==> config.mk <==
export PLATFORM = sky130hd
export DESIGN_NAME = alu_decode_stage
export DESIGN_NICKNAME = d
export VERILOG_FILES = /design/src/rtl/alu_decode_stage.sv
export SDC_FILE = /design/constraint.sdc
export NUM_CORES = 1
export LEC_CHECK = 0
export BUFFER_PORTS_ARGS = -buffer_cell sky130_fd_sc_hd__buf_2
export CAP_MARGIN = 20
export CORE_ASPECT_RATIO = 0.75
export CORE_MARGIN = 2
export CORE_UTILIZATION = 25
export CTS_CLUSTER_DIAMETER = 50
export DETAILED_ROUTE_END_ITERATION = 8
export PLACE_DENSITY = 0.54
export SLEW_MARGIN = 40
export SYNTH_ARGS = -nofsm -noshare
export SYNTH_HDL_FRONTEND = slang
export SYNTH_SLANG_ARGS = --single-unit
==> constraint.sdc <==
create_clock -name clk_i -period 3.8 [get_ports clk_i]
set_input_delay 0.95 -clock clk_i [delete_from_list [all_inputs] [get_ports clk_i]]
set_output_delay 0.95 -clock clk_i [all_outputs]
set_load 0.005 [all_outputs]
==> src/rtl/alu_decode_stage.sv <==
// RV32I decode/issue stage: one registered decoded instruction with valid/ready on both sides and flush.
// Optional retired-instruction counter enabled by defining DECODE_PERF_CNT_EN.

package alu_decode_pkg;
    localparam int ALU_OP_WIDTH = 4;
    localparam logic [ALU_OP_WIDTH-1:0] ALU_PASS = 4'd0;
    localparam logic [ALU_OP_WIDTH-1:0] ALU_ADD  = 4'd1;
    localparam logic [ALU_OP_WIDTH-1:0] ALU_SUB  = 4'd2;
    localparam logic [ALU_OP_WIDTH-1:0] ALU_SLL  = 4'd3;
    localparam logic [ALU_OP_WIDTH-1:0] ALU_SRL  = 4'd4;
    localparam logic [ALU_OP_WIDTH-1:0] ALU_SRA  = 4'd5;
    localparam logic [ALU_OP_WIDTH-1:0] ALU_XOR  = 4'd6;
    localparam logic [ALU_OP_WIDTH-1:0] ALU_OR   = 4'd7;
    localparam logic [ALU_OP_WIDTH-1:0] ALU_AND  = 4'd8;
    localparam logic [ALU_OP_WIDTH-1:0] ALU_LTS  = 4'd9;
    localparam logic [ALU_OP_WIDTH-1:0] ALU_LTU  = 4'd10;
    localparam logic [ALU_OP_WIDTH-1:0] ALU_EQ   = 4'd11;
    localparam logic [ALU_OP_WIDTH-1:0] ALU_NE   = 4'd12;
    localparam logic [ALU_OP_WIDTH-1:0] ALU_GES  = 4'd13;
    localparam logic [ALU_OP_WIDTH-1:0] ALU_GEU  = 4'd14;
endpackage

module alu_decode_stage
    import alu_decode_pkg::*;
#(
    parameter int RESET_PC_UNUSED = 0
) (
    input  logic                    clk_i,
    input  logic                    rst_i,
    input  logic                    instr_valid_i,
    output logic                    instr_ready_o,
    input  logic [31:0]             instr_i,
    input  logic [31:0]             pc_i,
    input  logic [31:0]             rs1_data_i,
    input  logic [31:0]             rs2_data_i,
    input  logic                    flush_i,
    output logic                    ex_valid_o,
    input  logic                    ex_ready_i,
    output logic [ALU_OP_WIDTH-1:0] alu_op_o,
    output logic [31:0]             operand_a_o,
    output logic [31:0]             operand_b_o,
    output logic [31:0]             store_data_o,
    output logic [31:0]             imm_o,
    output logic [4:0]              rd_addr_o,
    output logic                    rd_we_o,
    output logic                    is_branch_o,
    output logic                    is_jump_o,
    output logic                    is_load_o,
    output logic                    is_store_o,
    output logic                    illegal_o
`ifdef DECODE_PERF_CNT_EN
    ,
    output logic [31:0]             retired_cnt_o
`endif
);

    if (RESET_PC_UNUSED != 0) begin : g_reset_pc_check
        $error("RESET_PC_UNUSED is reserved and must be 0");
    end

    localparam logic [4:0] OPC_LOAD   = 5'b00000;
    localparam logic [4:0] OPC_OP_IMM = 5'b00100;
    localparam logic [4:0] OPC_AUIPC  = 5'b00101;
    localparam logic [4:0] OPC_STORE  = 5'b01000;
    localparam logic [4:0] OPC_OP     = 5'b01100;
    localparam logic [4:0] OPC_LUI    = 5'b01101;
    localparam logic [4:0] OPC_BRANCH = 5'b11000;
    localparam logic [4:0] OPC_JALR   = 5'b11001;
    localparam logic [4:0] OPC_JAL    = 5'b11011;

    logic [4:0]  opcode;
    logic [2:0]  funct3;
    logic [6:0]  funct7;
    logic [31:0] imm_i, imm_s, imm_b, imm_u, imm_j, shamt;

    assign opcode = instr_i[6:2];
    assign funct3 = instr_i[14:12];
    assign funct7 = instr_i[31:25];
    assign imm_i  = {{20{instr_i[31]}}, instr_i[31:20]};
    assign imm_s  = {{20{instr_i[31]}}, instr_i[31:25], instr_i[11:7]};
    assign imm_b  = {{19{instr_i[31]}}, instr_i[31], instr_i[7], instr_i[30:25], instr_i[11:8], 1'b0};
    assign imm_u  = {instr_i[31:12], 12'd0};
    assign imm_j  = {{11{instr_i[31]}}, instr_i[31], instr_i[19:12], instr_i[20], instr_i[30:21], 1'b0};
    assign shamt  = {27'd0, instr_i[24:20]};

    logic [ALU_OP_WIDTH-1:0] alu_op_next, alu_op_reg;
    logic [31:0] operand_a_next, operand_a_reg, operand_b_next, operand_b_reg;
    logic [31:0] store_data_next, store_data_reg, imm_next, imm_reg;
    logic [4:0]  rd_addr_reg;
    logic rd_we_next, rd_we_reg, is_branch_next, is_branch_reg, is_jump_next, is_jump_reg;
    logic is_load_next, is_load_reg, is_store_next, is_store_reg, illegal_next, illegal_reg;
    logic valid_reg, accept;

    always_comb begin
        alu_op_next     = ALU_PASS;
        operand_a_next  = '0;
        operand_b_next  = '0;
        store_data_next = '0;
        imm_next        = '0;
        rd_we_next      = 1'b0;
        is_branch_next  = 1'b0;
        is_jump_next    = 1'b0;
        is_load_next    = 1'b0;
        is_store_next   = 1'b0;
        illegal_next    = 1'b0;
        case (opcode)
            OPC_LUI: begin
                operand_a_next = imm_u;
                rd_we_next     = 1'b1;
            end
            OPC_AUIPC: begin
                alu_op_next    = ALU_ADD;
                operand_a_next = pc_i;
                operand_b_next = imm_u;
                rd_we_next     = 1'b1;
            end
            OPC_OP_IMM: begin
                operand_a_next = rs1_data_i;
                operand_b_next = imm_i;
                rd_we_next     = 1'b1;
                case (funct3)
                    3'b000: alu_op_next = ALU_ADD;
                    3'b010: alu_op_next = ALU_LTS;
                    3'b011: alu_op_next = ALU_LTU;
                    3'b100: alu_op_next = ALU_XOR;
                    3'b110: alu_op_next = ALU_OR;
                    3'b111: alu_op_next = ALU_AND;
                    3'b001: begin
                        operand_b_next = shamt;
                        alu_op_next    = ALU_SLL;
                        illegal_next   = (funct7 != 7'b0000000);
                    end
                    default: begin
                        operand_b_next = shamt;
                        if (funct7 == 7'b0000000)      alu_op_next  = ALU_SRL;
                        else if (funct7 == 7'b0100000) alu_op_next  = ALU_SRA;
                        else                           illegal_next = 1'b1;
                    end
                endcase
            end
            OPC_OP: begin
                operand_a_next = rs1_data_i;
                operand_b_next = rs2_data_i;
                rd_we_next     = 1'b1;
                if (funct7 == 7'b0000000) begin
                    case (funct3)
                        3'b000:  alu_op_next = ALU_ADD;
                        3'b001:  alu_op_next = ALU_SLL;
                        3'b010:  alu_op_next = ALU_LTS;
                        3'b011:  alu_op_next = ALU_LTU;
                        3'b100:  alu_op_next = ALU_XOR;
                        3'b101:  alu_op_next = ALU_SRL;
                        3'b110:  alu_op_next = ALU_OR;
                        default: alu_op_next = ALU_AND;
                    endcase
                end else if (funct7 == 7'b0100000 && funct3 == 3'b000) begin
                    alu_op_next = ALU_SUB;
                end else if (funct7 == 7'b0100000 && funct3 == 3'b101) begin
                    alu_op_next = ALU_SRA;
                end else begin
                    illegal_next = 1'b1;
                end
            end
            OPC_BRANCH: begin
                operand_a_next = rs1_data_i;
                operand_b_next = rs2_data_i;
                imm_next       = imm_b;
                is_branch_next = 1'b1;
                case (funct3)
                    3'b000:  alu_op_next  = ALU_EQ;
                    3'b001:  alu_op_next  = ALU_NE;
                    3'b100:  alu_op_next  = ALU_LTS;
                    3'b101:  alu_op_next  = ALU_GES;
                    3'b110:  alu_op_next  = ALU_LTU;
                    3'b111:  alu_op_next  = ALU_GEU;
                    default: illegal_next = 1'b1;
                endcase
            end
            OPC_JAL, OPC_JALR: begin
                // Link value pc+4 is computed by the ALU; the target adder lives in execute.
                alu_op_next    = ALU_ADD;
                operand_a_next = pc_i;
                operand_b_next = 32'd4;
                imm_next       = (opcode == OPC_JAL) ? imm_j : imm_i;
                is_jump_next   = 1'b1;
                rd_we_next     = 1'b1;
                illegal_next   = (opcode == OPC_JALR) && (funct3 != 3'b000);
            end
            OPC_LOAD: begin
                alu_op_next    = ALU_ADD;
                operand_a_next = rs1_data_i;
                operand_b_next = imm_i;
                is_load_next   = 1'b1;
                rd_we_next     = 1'b1;
                illegal_next   = (funct3 == 3'b011) || (funct3 == 3'b110) || (funct3 == 3'b111);
            end
            OPC_STORE: begin
                alu_op_next     = ALU_ADD;
                operand_a_next  = rs1_data_i;
                operand_b_next  = imm_s;
                store_data_next = rs2_data_i;
                is_store_next   = 1'b1;
                illegal_next    = funct3[2] || (funct3 == 3'b011);
            end
            default: illegal_next = 1'b1;
        endcase
        if (instr_i[1:0] != 2'b11) illegal_next = 1'b1;
        if (illegal_next) begin
            alu_op_next     = ALU_PASS;
            operand_a_next  = '0;
            operand_b_next  = '0;
            store_data_next = '0;
            imm_next        = '0;
            rd_we_next      = 1'b0;
            is_branch_next  = 1'b0;
            is_jump_next    = 1'b0;
            is_load_next    = 1'b0;
            is_store_next   = 1'b0;
        end
        if (instr_i[11:7] == 5'd0) rd_we_next = 1'b0;
    end

    assign instr_ready_o = !valid_reg || ex_ready_i;
    assign accept        = instr_valid_i && instr_ready_o && !flush_i;

    always_ff @(posedge clk_i) begin
        if (rst_i) begin
            valid_reg      <= 1'b0;
            alu_op_reg     <= ALU_PASS;
            operand_a_reg  <= '0;
            operand_b_reg  <= '0;
            store_data_reg <= '0;
            imm_reg        <= '0;
            rd_addr_reg    <= '0;
            rd_we_reg      <= 1'b0;
            is_branch_reg  <= 1'b0;
            is_jump_reg    <= 1'b0;
            is_load_reg    <= 1'b0;
            is_store_reg   <= 1'b0;
            illegal_reg    <= 1'b0;
        end else if (flush_i) begin
            valid_reg <= 1'b0;
        end else if (accept) begin
            valid_reg      <= 1'b1;
            alu_op_reg     <= alu_op_next;
            operand_a_reg  <= operand_a_next;
            operand_b_reg  <= operand_b_next;
            store_data_reg <= store_data_next;
            imm_reg        <= imm_next;
            rd_addr_reg    <= instr_i[11:7];
            rd_we_reg      <= rd_we_next;
            is_branch_reg  <= is_branch_next;
            is_jump_reg    <= is_jump_next;
            is_load_reg    <= is_load_next;
            is_store_reg   <= is_store_next;
            illegal_reg    <= illegal_next;
        end else if (ex_ready_i) begin
            valid_reg <= 1'b0;
        end
    end

    assign ex_valid_o   = valid_reg;
    assign alu_op_o     = alu_op_reg;
    assign operand_a_o  = operand_a_reg;
    assign operand_b_o  = operand_b_reg;
    assign store_data_o = store_data_reg;
    assign imm_o        = imm_reg;
    assign rd_addr_o    = rd_addr_reg;
    assign rd_we_o      = rd_we_reg;
    assign is_branch_o  = is_branch_reg;
    assign is_jump_o    = is_jump_reg;
    assign is_load_o    = is_load_reg;
    assign is_store_o   = is_store_reg;
    assign illegal_o    = illegal_reg;

`ifdef DECODE_PERF_CNT_EN
    logic [31:0] retired_cnt_reg;

    always_ff @(posedge clk_i) begin
        if (rst_i)                        retired_cnt_reg <= '0;
        else if (valid_reg && ex_ready_i) retired_cnt_reg <= retired_cnt_reg + 32'd1;
    end

    assign retired_cnt_o = retired_cnt_reg;
`endif

endmodule

-- Yosys cells after proc, flatten, opt, wreduce, memory -nomap -nowiden
Cells that the tools add are included.
- register bits: 144
- output and inout bits: 145
- logic and storage cells: 102
- equality and inequality tests: 17
- muxes and demuxes: 42
- bitwise operators: 1
- reduce and logical (&&, ||, !) cells: 29
- operators by type and width (kind ; count):
    32-bit two-way mux ; 6
    32-bit case mux with 6 select lines ; 1
    32-bit case mux with 3 select lines ; 1
    32-bit case mux with 2 select lines ; 1
    4-bit case mux with 7 select lines ; 2
    4-bit case mux with 6 select lines ; 1
    1-bit two-way mux ; 20
    20-bit two-way mux ; 1
    4-bit case mux with 4 select lines ; 1
    5-bit by 4-bit equality test with 1-bit output (second input constant) ; 3
    5-bit equality test (second input constant) ; 3
    3-bit equality test (second input constant) ; 4
    3-bit two-way mux ; 4
    6-bit OR reduction ; 2
    5-bit by 3-bit equality test with 1-bit output (second input constant) ; 2
    5-bit zero test ; 2
    5-bit OR reduction ; 2
    4-bit two-way mux ; 2
    2-bit OR reduction ; 4
    7-bit by 6-bit equality test with 1-bit output (second input constant) ; 1
    7-bit zero test ; 1
    1-bit case mux with 7 select lines ; 1
    7-bit nonzero test ; 1
    7-bit OR reduction ; 1
    13 further kinds ; 22

-- Depth between registers and ports, before layout
- depth in word-level cells: 9
- mapped depth: 9

-- Least setup slack after synthesis
Ideal clock, no wire load.
- path type: input-to-reg
- start point: input instr_i[6]
- end point: register store_data_reg[0], in the netlist store_data_o[0]
- data arrival time: 2.383 ns
- data required time: 3.683 ns
- path slack: 1.299 ns
- stages: 7
- path through: or3_1 -> nor4_1 -> a211oi_2 -> and3_1 -> buf_6 -> buf_6 -> a32o_1
- cells in the longest elaborated chain, start to end: 5
- elaborated cells on any way between the ends: 16
- those cells by class: 8 x eq/ne; 4 x mux; 4 x reduce/logical
- RTL lines (what ; RTL line ; RTL):
    start: declaration ; 32 ; input logic [31:0] instr_i,
    5-bit equality test, or another cell as far along ; 106 ; case (opcode)
    2-bit OR reduction, or another cell as far along ; 106 ;
    1-bit case mux with 7 select lines ; 106 ;
    1-bit two-way mux ; 207 ; if (instr_i[1:0] != 2'b11) illegal_next = 1'b1;
    32-bit two-way mux * ; 208 ; if (illegal_next) begin
    end signal: assignment ; 248 ; store_data_reg <= store_data_next;
    end: declaration ; 88 ; logic [31:0] store_data_next, store_data_reg, imm_next, imm_reg;
Every way passes the cells marked *; elsewhere a longest branch is shown, timed or not.
A chain may end at the register's enable or synchronous reset.

-- Worst setup path in the final report
- start point: input instr_i[6]
- end point: register operand_a_reg[8], in the netlist operand_a_o[8]
- cells in the longest elaborated chain, start to end: 5
- elaborated cells on any way between the ends: 18
- those cells by class: 8 x eq/ne; 4 x mux; 6 x reduce/logical
- RTL lines (what ; RTL line ; RTL):
    5-bit equality test, or another cell as far along ; 106 ;
    2-bit OR reduction, or another cell as far along ; 106 ;
    1-bit case mux with 7 select lines ; 106 ;
    1-bit two-way mux ; 207 ;
    32-bit two-way mux * ; 208 ;
    end signal: assignment ; 246 ; operand_a_reg <= operand_a_next;
    end: declaration ; 87 ; logic [31:0] operand_a_next, operand_a_reg, operand_b_next, operand_b_reg;
Marks and branches as above.

==> summary.md <==
| Metric | Value |
|---|---|
| Status | `finished clean` |
| Non-Filler Instances | `approximately 1200` |
| Switch Pwr | `around 890 uW` |
| Critical path type | `input port to register` |
| Seq/Total Area, Yosys | `a little under half` |
| Routed WL | `25180 microns` |
| Syn Nets | `about 770` |
| Logic gate share of total power | `9.1%` |
| CTS Buffer Depth | `2` |
| Initial DRC count | `a little over 500` |
| LEAKAGE | `around 3.4 nW` |
| Crit path max-delay cell type | `and3b_1` |
| Worst relative slew slack | `49.25%` |
| Seq pwr share | `40.0%` |
| Die X | `179.2 microns` |
| Hold path startpoint | `operand_b_o[26]` |
| Final global-route overflow total | `0` |
| Hold Crit Depth | `2` |
| Unrepaired setup endpoints after global routing | `no` |
| First-pass GRT wire length | `approximately 35000 microns` |
| Multi-input gate area | `about 2700 sq um` |
| Synth warn | `0` |
| CTS sink cnt | `around 130` |
| Largest net degree at the start of global routing | `62` |
| Synth cell count leaders | `dfxtp_1 (133), nand2_1 (93), o21ai_0 (74)` |
| Clock power share | `between 50% and 60%` |
| Internal power | `2.618 mW` |
| Nets | `roughly 1000` |
| Post-synth top area share | `46.25%` |
| Final Hold Violating Endpoints | `0` |
| Crit end category | `register` |
| Antenna violations before repair | `0` |
| Reg2Reg Setup Slack | `~1800 ps` |
| # rows | `48` |
| Die area | `~24000 sq um` |
| Final setup fails | `0` |
| Yosys reg bits | `roughly 130` |
| Number of synthesized flops with an enable pin | `0` |
| R2R cell count | `6` |
| Yosys cell types | `57` |
| Register area | `about 2700 sq um` |
| Total CTS buffers | `17` |
| Reg2reg end | `alu_op_o[0]` |
| Gr usage total | `between 20% and 30%` |
| Cell count after synthesis | `630` |
| Reg clk slew, reported paths | `~60 ps` |
| Tightest Pin Transition | `~760 ps` |
| Syn-to-layout area delta | `38.19%` |
| Via count | `~6000` |
| Critical Path Max Stage Delay | `680 ps` |
| Worst skew pair latency | `about 420 ps` |
| Hold Slack | `around 450 ps` |
| FMAX | `roughly 330 MHz` |
| Worst reg2reg startpoint | `ex_valid_o` |
| CTS H-tree lvls | `4` |
| Setup crit start kind | `input port` |
| Hold Path Class | `register to register` |
| Share of layout cells above drive strength 1 | `38.89%` |
| Setup Fix Bufs, Post-CTS | `0` |
| Max Cap Viol | `0` |
| DRC Markers | `0` |
| CORE AREA | `22820 sq um` |
| Power Total | `between 3 and 4 mW` |
| Post-detail-place hpwl | `18920 microns` |
| Crit-path max FO | `30` |
| Vias in the first global route | `5473` |
| Drt wl/cell | `approximately 21 microns` |
| Fin crit period | `roughly 3000 ps` |
| Skew final | `a little over 9 ps` |
| TritonCTS clock tree | `built` |
| Placed Cells | `approximately 1200` |
| Post-synthesis cell area | `between 5000 and 6000 sq um` |
| Mean area per synthesized cell | `9.138 sq um` |
| Worst EP required | `4140 ps` |
| Worst-path cell chain | `buf_2 > and3b_1 > a22oi_1 > nor2_1 > nand4_4 > buf_4 > o21ai_0` |
| Die height | `roughly 140 microns` |
| Max Slew Vio Count | `0` |
| # IOs | `approximately 280` |
| Top cells by area, synth | `dfxtp_1 (46%), a32o_1 (7.3%), o21ai_0 (6.4%)` |
| Switching share of power | `between 20% and 30%` |
| Yosys top cell by area | `dfxtp_1` |
| Main synth FF type | `dfxtp_1` |
| Power Dens Cells | `440.7 nW/um^2` |
| Max VDD drop | `260.9 uV` |
| Most frequent cell after synthesis | `dfxtp_1` |
| Port Buffer Count | `between 200 and 300` |
| DR vias/cell | `approximately 5` |
| Remaining antenna violation count | `0` |
| Arrival time worst endpoint | `around 3400 ps` |
| # fillers | `about 2400` |
| Clk Tree Root Cell | `clkbuf_16` |
| Crit share post-route | `79.67%` |
| Sum Neg Setup Slack | `0 ps` |
| CTS-repair resized insts | `0` |
| Worst Hold End | `operand_b_o[26]` |
| 1st-pass router iterations | `7` |
| Async S/R FF share, synth | `0%` |
| # diodes | `0` |
| Starting density of the core | `between 20 and 30%` |
| Hold_buf cts | `0` |
| RD Place Congestion | `0.8243` |
==> metrics by stage <==
| step | util (%) | cell area [sq um] | setup slack (ps) |
|---|---|---|---|
| floorplan | - | 5757 | 1299 |
| global placement | 32.11 | 7327 | 409.4 |
| CTS | 34.86 | 7955 | 820.7 |
| detailed placement | 32.11 | 7327 | 384.8 |
| global route | 34.86 | 7955 | 682.4 |
| finish | 34.86 | 7955 | 772.4 |
==> cell usage in the layout (no fill, tap or decap), types with 3 or more instances in the layout <==
| master | netlist | routed |
|---|---|---|
| buf_2 | 21 | 277 |
| dfxtp_1 | 133 | 133 |
| nand2_1 | 93 | 93 |
| o21ai_0 | 74 | 74 |
| a32o_1 | 42 | 42 |
| a222oi_1 | 25 | 25 |
| nor2_1 | 24 | 22 |
| a21oi_1 | 22 | 21 |
| a221oi_1 | 20 | 20 |
| a22oi_1 | 20 | 20 |
| clkbuf_16 | 0 | 17 |
| buf_4 | 13 | 17 |
| nand2b_1 | 8 | 8 |
| o21ai_1 | 7 | 7 |
| nor2b_1 | 8 | 7 |
| nand3_1 | 7 | 7 |
| nor3_1 | 7 | 7 |
| inv_1 | 6 | 6 |
| clkinv_4 | 0 | 6 |
| nor3b_1 | 5 | 5 |
| a22o_1 | 5 | 5 |
| mux2i_1 | 5 | 5 |
| bufinv_16 | 0 | 4 |
| and2_1 | 3 | 3 |
==> state kept, by name (all words and copies together), names as in the netlist <==
signal,cells
operand_a_o,32
operand_b_o,32
store_data_o,32
imm_o,21
rd_addr_o,5
alu_op_o,4
ex_valid_o,1
illegal_o,1
is_branch_o,1
is_jump_o,1
is_load_o,1
is_store_o,1
rd_we_o,1
==> power groups by stage <==
| stage | sequential, mW | combinational (mW) | clock [mW] |
|---|---|---|---|
| after floorplan | 1.43 | 0.150 | 0 |
| after global placement | 1.43 | 0.325 | 0 |
| after detailed placement | 1.43 | 0.321 | 0 |
| after CTS | 1.40 | 0.322 | 1.83 |
| after global routing | 1.40 | 0.346 | 1.89 |
| final | 1.40 | 0.321 | 1.78 |
==> per-layer routing <==
metal / wire (microns) / track usage [%]
met1: 12070 / 28.73
met2: 10560 / 29.32
met3: 2353 / 6.313
met4: 195 / 4.301
met5: 0 / 0
==> cell families (layout without fill, tap and decap cells) <==
family / Yosys count / in the layout / synth area share (%)
muxes: 5 / 5 / 0.8694
AOI/OAI and AO/OA: 235 / 235 / 30.25
and+or+nand+nor: 174 / 174 / 15.00
DFF: 133 / 133 / 46.25
buffers and inverters: 80 / 332 / 7.042
xor gates and xnor gates: 1 / 1 / 0.1522
adders and majority gates: 2 / 2 / 0.4346
==> cell type report <==
class                      instances  area share (%)
inverter                           6          0.2831
clock inverter                    14           2.548
timing repair buffer             295           19.28
multi-input combinational        417           34.35
tap                              300           4.718
sequential                       133           33.47
clock buffer                      17           5.348
==> critical path, delay by kind of cell <==
family | cells | cell delay [ps]
buf+inv | 2 | 630
compound gates | 2 | 410
simple gates | 3 | 1340
==> worst max-delay path by stage <==
stage	start	endpoint	slack, ps	cells past startpoint
after CTS	instr_i[6]	operand_a_o[8]	820	7
after global placement	instr_i[6]	operand_a_o[22]	410	7
after detailed placement	instr_i[6]	operand_a_o[8]	380	7
final	instr_i[6]	operand_a_o[8]	770	7
after global routing	instr_i[6]	operand_b_o[11]	680	7
after floorplan	instr_i[6]	store_data_o[0]	1300	7
Note: power is estimated with default switching activity, not from simulation.
